===== src/rtl/uart_rx_pkg.sv =====
// Shared UART receive definitions: frame bit indices, prescale limits and the
// three-sample majority vote; also used by the start/parity/stop checkers.
package uart_rx_pkg;

  typedef logic [3:0] bit_idx_t;

  localparam bit_idx_t BIT_START      = 4'd0;
  localparam bit_idx_t BIT_PARITY     = 4'd9;
  localparam bit_idx_t BIT_STOP_PAR   = 4'd10;
  localparam bit_idx_t BIT_STOP_NOPAR = 4'd9;
  localparam bit_idx_t BIT_IDX_MAX    = 4'd15;

  localparam int PRESCALE_MIN       = 8;
  localparam int DEFAULT_PRESCALE_W = 6;

  function automatic logic maj3(input logic a, input logic b, input logic c);
    return (a & b) | (a & c) | (b & c);
  endfunction

endpackage


===== src/rtl/rx_bit_sampler_if.sv =====
// Signal bundle between the RX FSM (master) and the bit sampler (slave).
// Noise_Flag is present only when RX_NOISE_FLAG_EN is defined.
interface rx_bit_sampler_if import uart_rx_pkg::*; #(
  parameter int PRESCALE_W = DEFAULT_PRESCALE_W
);

  logic                  RX_IN;
  logic [PRESCALE_W-1:0] Prescale;
  logic                  Enable;
  logic                  RX_Sync;
  logic [PRESCALE_W-1:0] Edge_Count;
  bit_idx_t              Bit_Counts;
  logic                  Sampled_Bit;
  logic                  Sample_Valid;
`ifdef RX_NOISE_FLAG_EN
  logic                  Noise_Flag;
`endif

  modport master (
    output RX_IN, Prescale, Enable,
    input  RX_Sync, Edge_Count, Bit_Counts, Sampled_Bit, Sample_Valid
`ifdef RX_NOISE_FLAG_EN
    , input Noise_Flag
`endif
  );

  modport slave (
    input  RX_IN, Prescale, Enable,
    output RX_Sync, Edge_Count, Bit_Counts, Sampled_Bit, Sample_Valid
`ifdef RX_NOISE_FLAG_EN
    , output Noise_Flag
`endif
  );

endinterface


===== src/rtl/rx_sync.sv =====
// Two-flop synchroniser for the raw RX line, both stages resetting to idle-high.
// Latency 2 CLK; no flow control.
module rx_sync (
  input  logic CLK,
  input  logic RST,
  input  logic d,
  output logic q
);

  logic [1:0] stage_q;

  always_ff @(posedge CLK or negedge RST) begin
    if (!RST) stage_q <= 2'b11;
    else      stage_q <= {stage_q[0], d};
  end

  assign q = stage_q[1];

endmodule


===== src/rtl/rx_bit_sampler.sv =====
// UART RX bit sampler: synchronise, count edges/bits, majority-vote 3 mid-bit samples.
// Sample_Valid pulses 1 cycle after the vote edge; no backpressure. Option: RX_NOISE_FLAG_EN.
module rx_bit_sampler import uart_rx_pkg::*; #(
  parameter int PRESCALE_W = DEFAULT_PRESCALE_W
) (
  input logic             CLK,
  input logic             RST,
  rx_bit_sampler_if.slave bus
);

  localparam logic [PRESCALE_W-1:0] P_MIN = PRESCALE_W'(PRESCALE_MIN);
  localparam logic [PRESCALE_W-1:0] W_ONE = PRESCALE_W'(1);
  localparam logic [PRESCALE_W-1:0] W_TWO = PRESCALE_W'(2);

  logic                  rx_sync_q;
  logic                  enable_q;
  logic                  s0_q, s1_q;
  logic                  sampled_q, valid_q;
  logic [PRESCALE_W-1:0] p_q, p_new, p_eff, half, edge_cnt_q;
  bit_idx_t              bit_cnt_q;
  logic                  rise, at_s0, at_s1, at_vote, at_wrap, vote;
`ifdef RX_NOISE_FLAG_EN
  logic                  noise_q;
`endif

  rx_sync u_rx_sync (.CLK(CLK), .RST(RST), .d(bus.RX_IN), .q(rx_sync_q));

  // On the rising cycle the period is taken straight from Prescale so the
  // first bit already uses the new value.
  always_comb begin
    rise    = bus.Enable & ~enable_q;
    p_new   = (bus.Prescale < P_MIN) ? P_MIN : bus.Prescale;
    p_eff   = rise ? p_new : p_q;
    half    = p_eff >> 1;
    at_s0   = (edge_cnt_q == half - W_TWO);
    at_s1   = (edge_cnt_q == half - W_ONE);
    at_vote = (edge_cnt_q == half);
    at_wrap = (edge_cnt_q >= p_eff - W_ONE);
    vote    = maj3(s0_q, s1_q, rx_sync_q);
  end

  always_ff @(posedge CLK or negedge RST) begin
    if (!RST) begin
      enable_q   <= 1'b0;
      p_q        <= P_MIN;
      edge_cnt_q <= '0;
      bit_cnt_q  <= BIT_START;
      s0_q       <= 1'b1;
      s1_q       <= 1'b1;
      sampled_q  <= 1'b1;
      valid_q    <= 1'b0;
`ifdef RX_NOISE_FLAG_EN
      noise_q    <= 1'b0;
`endif
    end else begin
      enable_q <= bus.Enable;
      if (rise) p_q <= p_new;
      if (!bus.Enable) begin
        edge_cnt_q <= '0;
        bit_cnt_q  <= BIT_START;
        s0_q       <= 1'b1;
        s1_q       <= 1'b1;
        valid_q    <= 1'b0;
`ifdef RX_NOISE_FLAG_EN
        noise_q    <= 1'b0;
`endif
      end else begin
        if (at_wrap) begin
          edge_cnt_q <= '0;
          if (bit_cnt_q != BIT_IDX_MAX) bit_cnt_q <= bit_cnt_q + 4'd1;
        end else begin
          edge_cnt_q <= edge_cnt_q + W_ONE;
        end
        if (at_s0) s0_q <= rx_sync_q;
        if (at_s1) s1_q <= rx_sync_q;
        valid_q <= at_vote;
        if (at_vote) begin
          sampled_q <= vote;
`ifdef RX_NOISE_FLAG_EN
          noise_q   <= ~((s0_q == s1_q) && (s1_q == rx_sync_q));
`endif
        end
      end
    end
  end

  assign bus.RX_Sync      = rx_sync_q;
  assign bus.Edge_Count   = edge_cnt_q;
  assign bus.Bit_Counts   = bit_cnt_q;
  assign bus.Sampled_Bit  = sampled_q;
  assign bus.Sample_Valid = valid_q;
`ifdef RX_NOISE_FLAG_EN
  assign bus.Noise_Flag   = noise_q;
`endif

endmodule


===== src/flat_wrapper.sv =====
// flat-port wrapper written by rule: the top's interface ports become plain ports
module rx_bit_sampler_flat import uart_rx_pkg::*;
#(
  parameter int PRESCALE_W = DEFAULT_PRESCALE_W
)
  (CLK, RST, bus_RX_IN, bus_Prescale, bus_Enable, bus_RX_Sync, bus_Edge_Count, bus_Bit_Counts, bus_Sampled_Bit, bus_Sample_Valid);
  rx_bit_sampler_if #(.PRESCALE_W(PRESCALE_W)) bus_i ();
  input logic CLK;
  input logic RST;
  input wire logic [$bits(bus_i.RX_IN)-1:0] bus_RX_IN;
  input wire logic [$bits(bus_i.Prescale)-1:0] bus_Prescale;
  input wire logic [$bits(bus_i.Enable)-1:0] bus_Enable;
  output wire logic [$bits(bus_i.RX_Sync)-1:0] bus_RX_Sync;
  output wire logic [$bits(bus_i.Edge_Count)-1:0] bus_Edge_Count;
  output wire logic [$bits(bus_i.Bit_Counts)-1:0] bus_Bit_Counts;
  output wire logic [$bits(bus_i.Sampled_Bit)-1:0] bus_Sampled_Bit;
  output wire logic [$bits(bus_i.Sample_Valid)-1:0] bus_Sample_Valid;
  assign bus_i.RX_IN = bus_RX_IN;
  assign bus_i.Prescale = bus_Prescale;
  assign bus_i.Enable = bus_Enable;
  assign bus_RX_Sync = bus_i.RX_Sync;
  assign bus_Edge_Count = bus_i.Edge_Count;
  assign bus_Bit_Counts = bus_i.Bit_Counts;
  assign bus_Sampled_Bit = bus_i.Sampled_Bit;
  assign bus_Sample_Valid = bus_i.Sample_Valid;
  rx_bit_sampler #(.PRESCALE_W(PRESCALE_W)) u_core (.CLK(CLK), .RST(RST), .bus(bus_i));
endmodule

===== config.mk =====
export PLATFORM = sky130hd
export DESIGN_NAME = rx_bit_sampler_flat
export DESIGN_NICKNAME = d
export VERILOG_FILES = /design/src/rtl/uart_rx_pkg.sv /design/src/rtl/rx_bit_sampler_if.sv /design/src/rtl/rx_sync.sv /design/src/rtl/rx_bit_sampler.sv /design/src/flat_wrapper.sv
export SDC_FILE = /design/constraint.sdc
export NUM_CORES = 1
export LEC_CHECK = 0
export ABC_AREA = 0
export ABC_CLOCK_PERIOD_IN_PS = 2650
export CAP_MARGIN = 0
export CORE_AREA = 2 2 61 63
export CTS_CLUSTER_SIZE = 16
export DETAILED_ROUTE_END_ITERATION = 12
export DIE_AREA = 0 0 63 65
export MAX_ROUTING_LAYER = met4
export PLACE_DENSITY_LB_ADDON = 0.1
export SYNTH_ARGS = -nofsm -noshare
export SYNTH_HDL_FRONTEND = slang
export SYNTH_SLANG_ARGS = --single-unit

===== constraint.sdc =====
create_clock -name CLK -period 2.65 [get_ports CLK]
set_input_delay 0.53 -clock CLK [delete_from_list [all_inputs] [get_ports CLK]]
set_output_delay 0.53 -clock CLK [all_outputs]
set_load 0.02 [all_outputs]

==> metrics.txt <==
syn nets 187; multi-input logic area 1050 um^2; area grow syn2layout 36.1%; worst skew pair latency 320 ps; initial antenna violation count 0; Max Clock Freq 376 MHz; FF-to-FF End u_core.bus.Bit_Counts[0]; drt pass-1 iters 4; Mapped Cells 166; vias 1,367; diode count 0; DRT antenna net count 0; critical path capture point type register; peak supply drop 389 uV; relative slew slack 68.3%; final worst setup slack -6.58 ps; Final setup viols 1; violated checks setup timing; GR Util All Layers 21.2%; post-synthesis cell type count 45; die outline area 4100 um^2; RSZ-0062 raised after global routing yes; layout cells sized above 1 31.0%; pins over their slew limit 0; htree depth 1; GPL Wtd Cong 0.887; most common cell in the netlist dfrtp_1; Critical Path Fanout Max 5; Async S/R FF share, synth 100%; Initial Util 46.0%; count of clock tree sinks 23; fill count 315; worst-margin pin slew 471 ps; setup TNS -6.58 ps; register area share after synthesis 36.3%; Post-Syn Area 1610 um^2; Top FF cell, synth dfrtp_1; detailed placement HPWL 2850 um; CP required 2870 ps; largest net degree at the start of global routing 24; final net count 238; synthesized flop and latch total 23; Power Total 0.00119 W; final worst-path cycle share 100%; Worst Hold Class reg -> reg; root buf cell clkbuf_4; Worst R2R Setup Slack -7 ps; post-DR vias/cell 5.18; maxcap violations 0; row cnt 22; RR Startpoint u_core.enable_q; Hold Path Stages 0; core area 3500 um^2; Worst Min Path Start u_core.u_rx_sync.stage_q[0]; cts bufs inserted 3; drt wl/cell 14.2 um; number of global-route vias before repair 1,401; Startpoint Class register; Max Root-Sink Buffers 2; fin cells 264; Reg2Reg Depth 12; CTS tree built; dpl ws -720 ps; Cells after DPL 257; EDFF count, synth 0; drt initial violations 64; Final min period 2660 ps; Synthesis Warnings 0; power density over the cells 543 nW/um^2; cts hold-fix bufs 0; top post-synthesis cells by area dfrtp_1 (26%), dfstp_2 (9.8%), ha_1 (8.6%); Setup Crit Path Kind reg -> reg; worst endpoint data arrival time 2870 ps; largest area contributor in the netlist dfrtp_1; die height 65 um; first-pass GRT wire length 6560 um; mean area per synthesized cell 9.69 um^2; Synth top area share 26.5%; Post-synth top cells dfrtp_1 (17), nor2_1 (16), inv_1 (13); Hold Vio Cnt, Final 0; Residual DRC 0; Port Buf Inserts 22; status finished, violations left; worst hold endpoint u_core.u_rx_sync.stage_q[1]; Fin Hold WS 370 ps; Leak 1.02 nW; GR Overflow Total 0; clock-pin slew on the worst setup and hold paths 130 ps; Sequential cell area 583 um^2; Ports 23; skew final 5.30 ps; die width 63 um; drt total wl 3740 um
[registers in the layout (all words and copies together), names as in the netlist]
signal and cells:
u_core.bus.Edge_Count 6, u_core.p_q 6, u_core.bus.Bit_Counts 4, u_core.u_rx_sync.stage_q 2, u_core.bus.Sample_Valid 1, u_core.bus.Sampled_Bit 1
u_core.enable_q 1, u_core.s0_q 1, u_core.s1_q 1
[stage by stage]
step                      instance area [um^2]  util [%]
final                                     2190      62.6
after detailed placement                  2090      59.8
after floorplan                           1660         -
after global placement                    2090      59.8
after global routing                      2190      62.6
after CTS                                 2150      61.6
[worst max path at each step]
stage	startpoint	endpoint	cells after the start	slack (ps)
2_1_floorplan	bus_Enable	u_core.bus.Bit_Counts[0]	14	-230
3_3_place_gp	bus_Prescale[4]	u_core.bus.Bit_Counts[0]	13	-620
6_report	u_core.enable_q	u_core.bus.Bit_Counts[0]	12	-7
4_1_cts	bus_Prescale[4]	u_core.bus.Bit_Counts[0]	13	10
5_1_grt	u_core.enable_q	u_core.bus.Bit_Counts[0]	11	-160
3_5_place_dp	bus_Prescale[4]	u_core.bus.Bit_Counts[0]	13	-720
[power by group]
part	total (W)	switching, W	internal [W]
logic	0.000562	0.000269	0.000294
registers	0.000459	0.0000533	0.000406
clock network	0.000166	0.000110	0.0000565
total	0.00119	0.000431	0.000756
[logic make-up after synthesis]
logic type,Yosys count,share of synthesized area [%]
flops,23,36.3
compound gates,32,14.5
buf+inv,17,5.06
simple gates,56,18.8
xor+xnor,14,7.63
fa+ha+maj,12,9.18
mux,12,8.64
[area by class of cell]
| cell class | count | area share, % |
|---|---|---|
| Clock buffer | 3 | 1.03 |
| Sequential cell | 23 | 26.6 |
| Clock inverter | 1 | 0.229 |
| Tap cell | 48 | 2.74 |
| Multi-Input combinational cell | 126 | 48.0 |
| Timing Repair Buffer | 50 | 19.1 |
| Inverter | 13 | 2.23 |
[critical path, cell delays in order (launching register included)]
cell and delay, ps:
dfrtp_1 440, nand2b_4 210, a22oi_4 280, ha_4 190
o31ai_4 70, buf_4 150, buf_4 120, xnor2_1 120
ha_1 270, a21oi_1 50, buf_4 150, o21ai_2 170
mux2_4 320
[layout by cell type, fill, tap and decap left out, types with 2 or more instances in the layout]
cell	Yosys	final
inv_2	0	2
xor2_1	4	4
dfstp_2	6	6
a21o_1	3	3
buf_2	2	2
clkdlybuf4s50_1	0	17
nand2_1	10	10
a21oi_1	5	4
dfrtp_1	17	17
mux2_4	1	2
nor2b_1	4	4
o21ai_0	8	6
nor2_1	16	15
buf_4	0	27
o21ai_2	0	2
nand3_1	6	6
o21bai_2	0	2
mux2i_1	9	8
clkbuf_4	0	3
inv_1	13	11
xnor2_1	10	10
nand2b_1	7	5
o211ai_1	2	2
nand2b_4	0	2
ha_1	11	10
nor3_1	3	2
[metal layers]
layer	up-vias	track usage, %	routed length, um
met1	654	24.8	1600
met2	25	37.6	1950
met3	6	1.91	116
li1	682	-	-
met5	-	-	0
met4	0	8.61	67
[repair_timing]
action,CTS,global route
cloned,0,0
buffers inserted,1,3
resized for setup,23,5
endpoints found under the setup margin,10,10
pin swaps,10,1
Power figures use the tool's default switching activity.
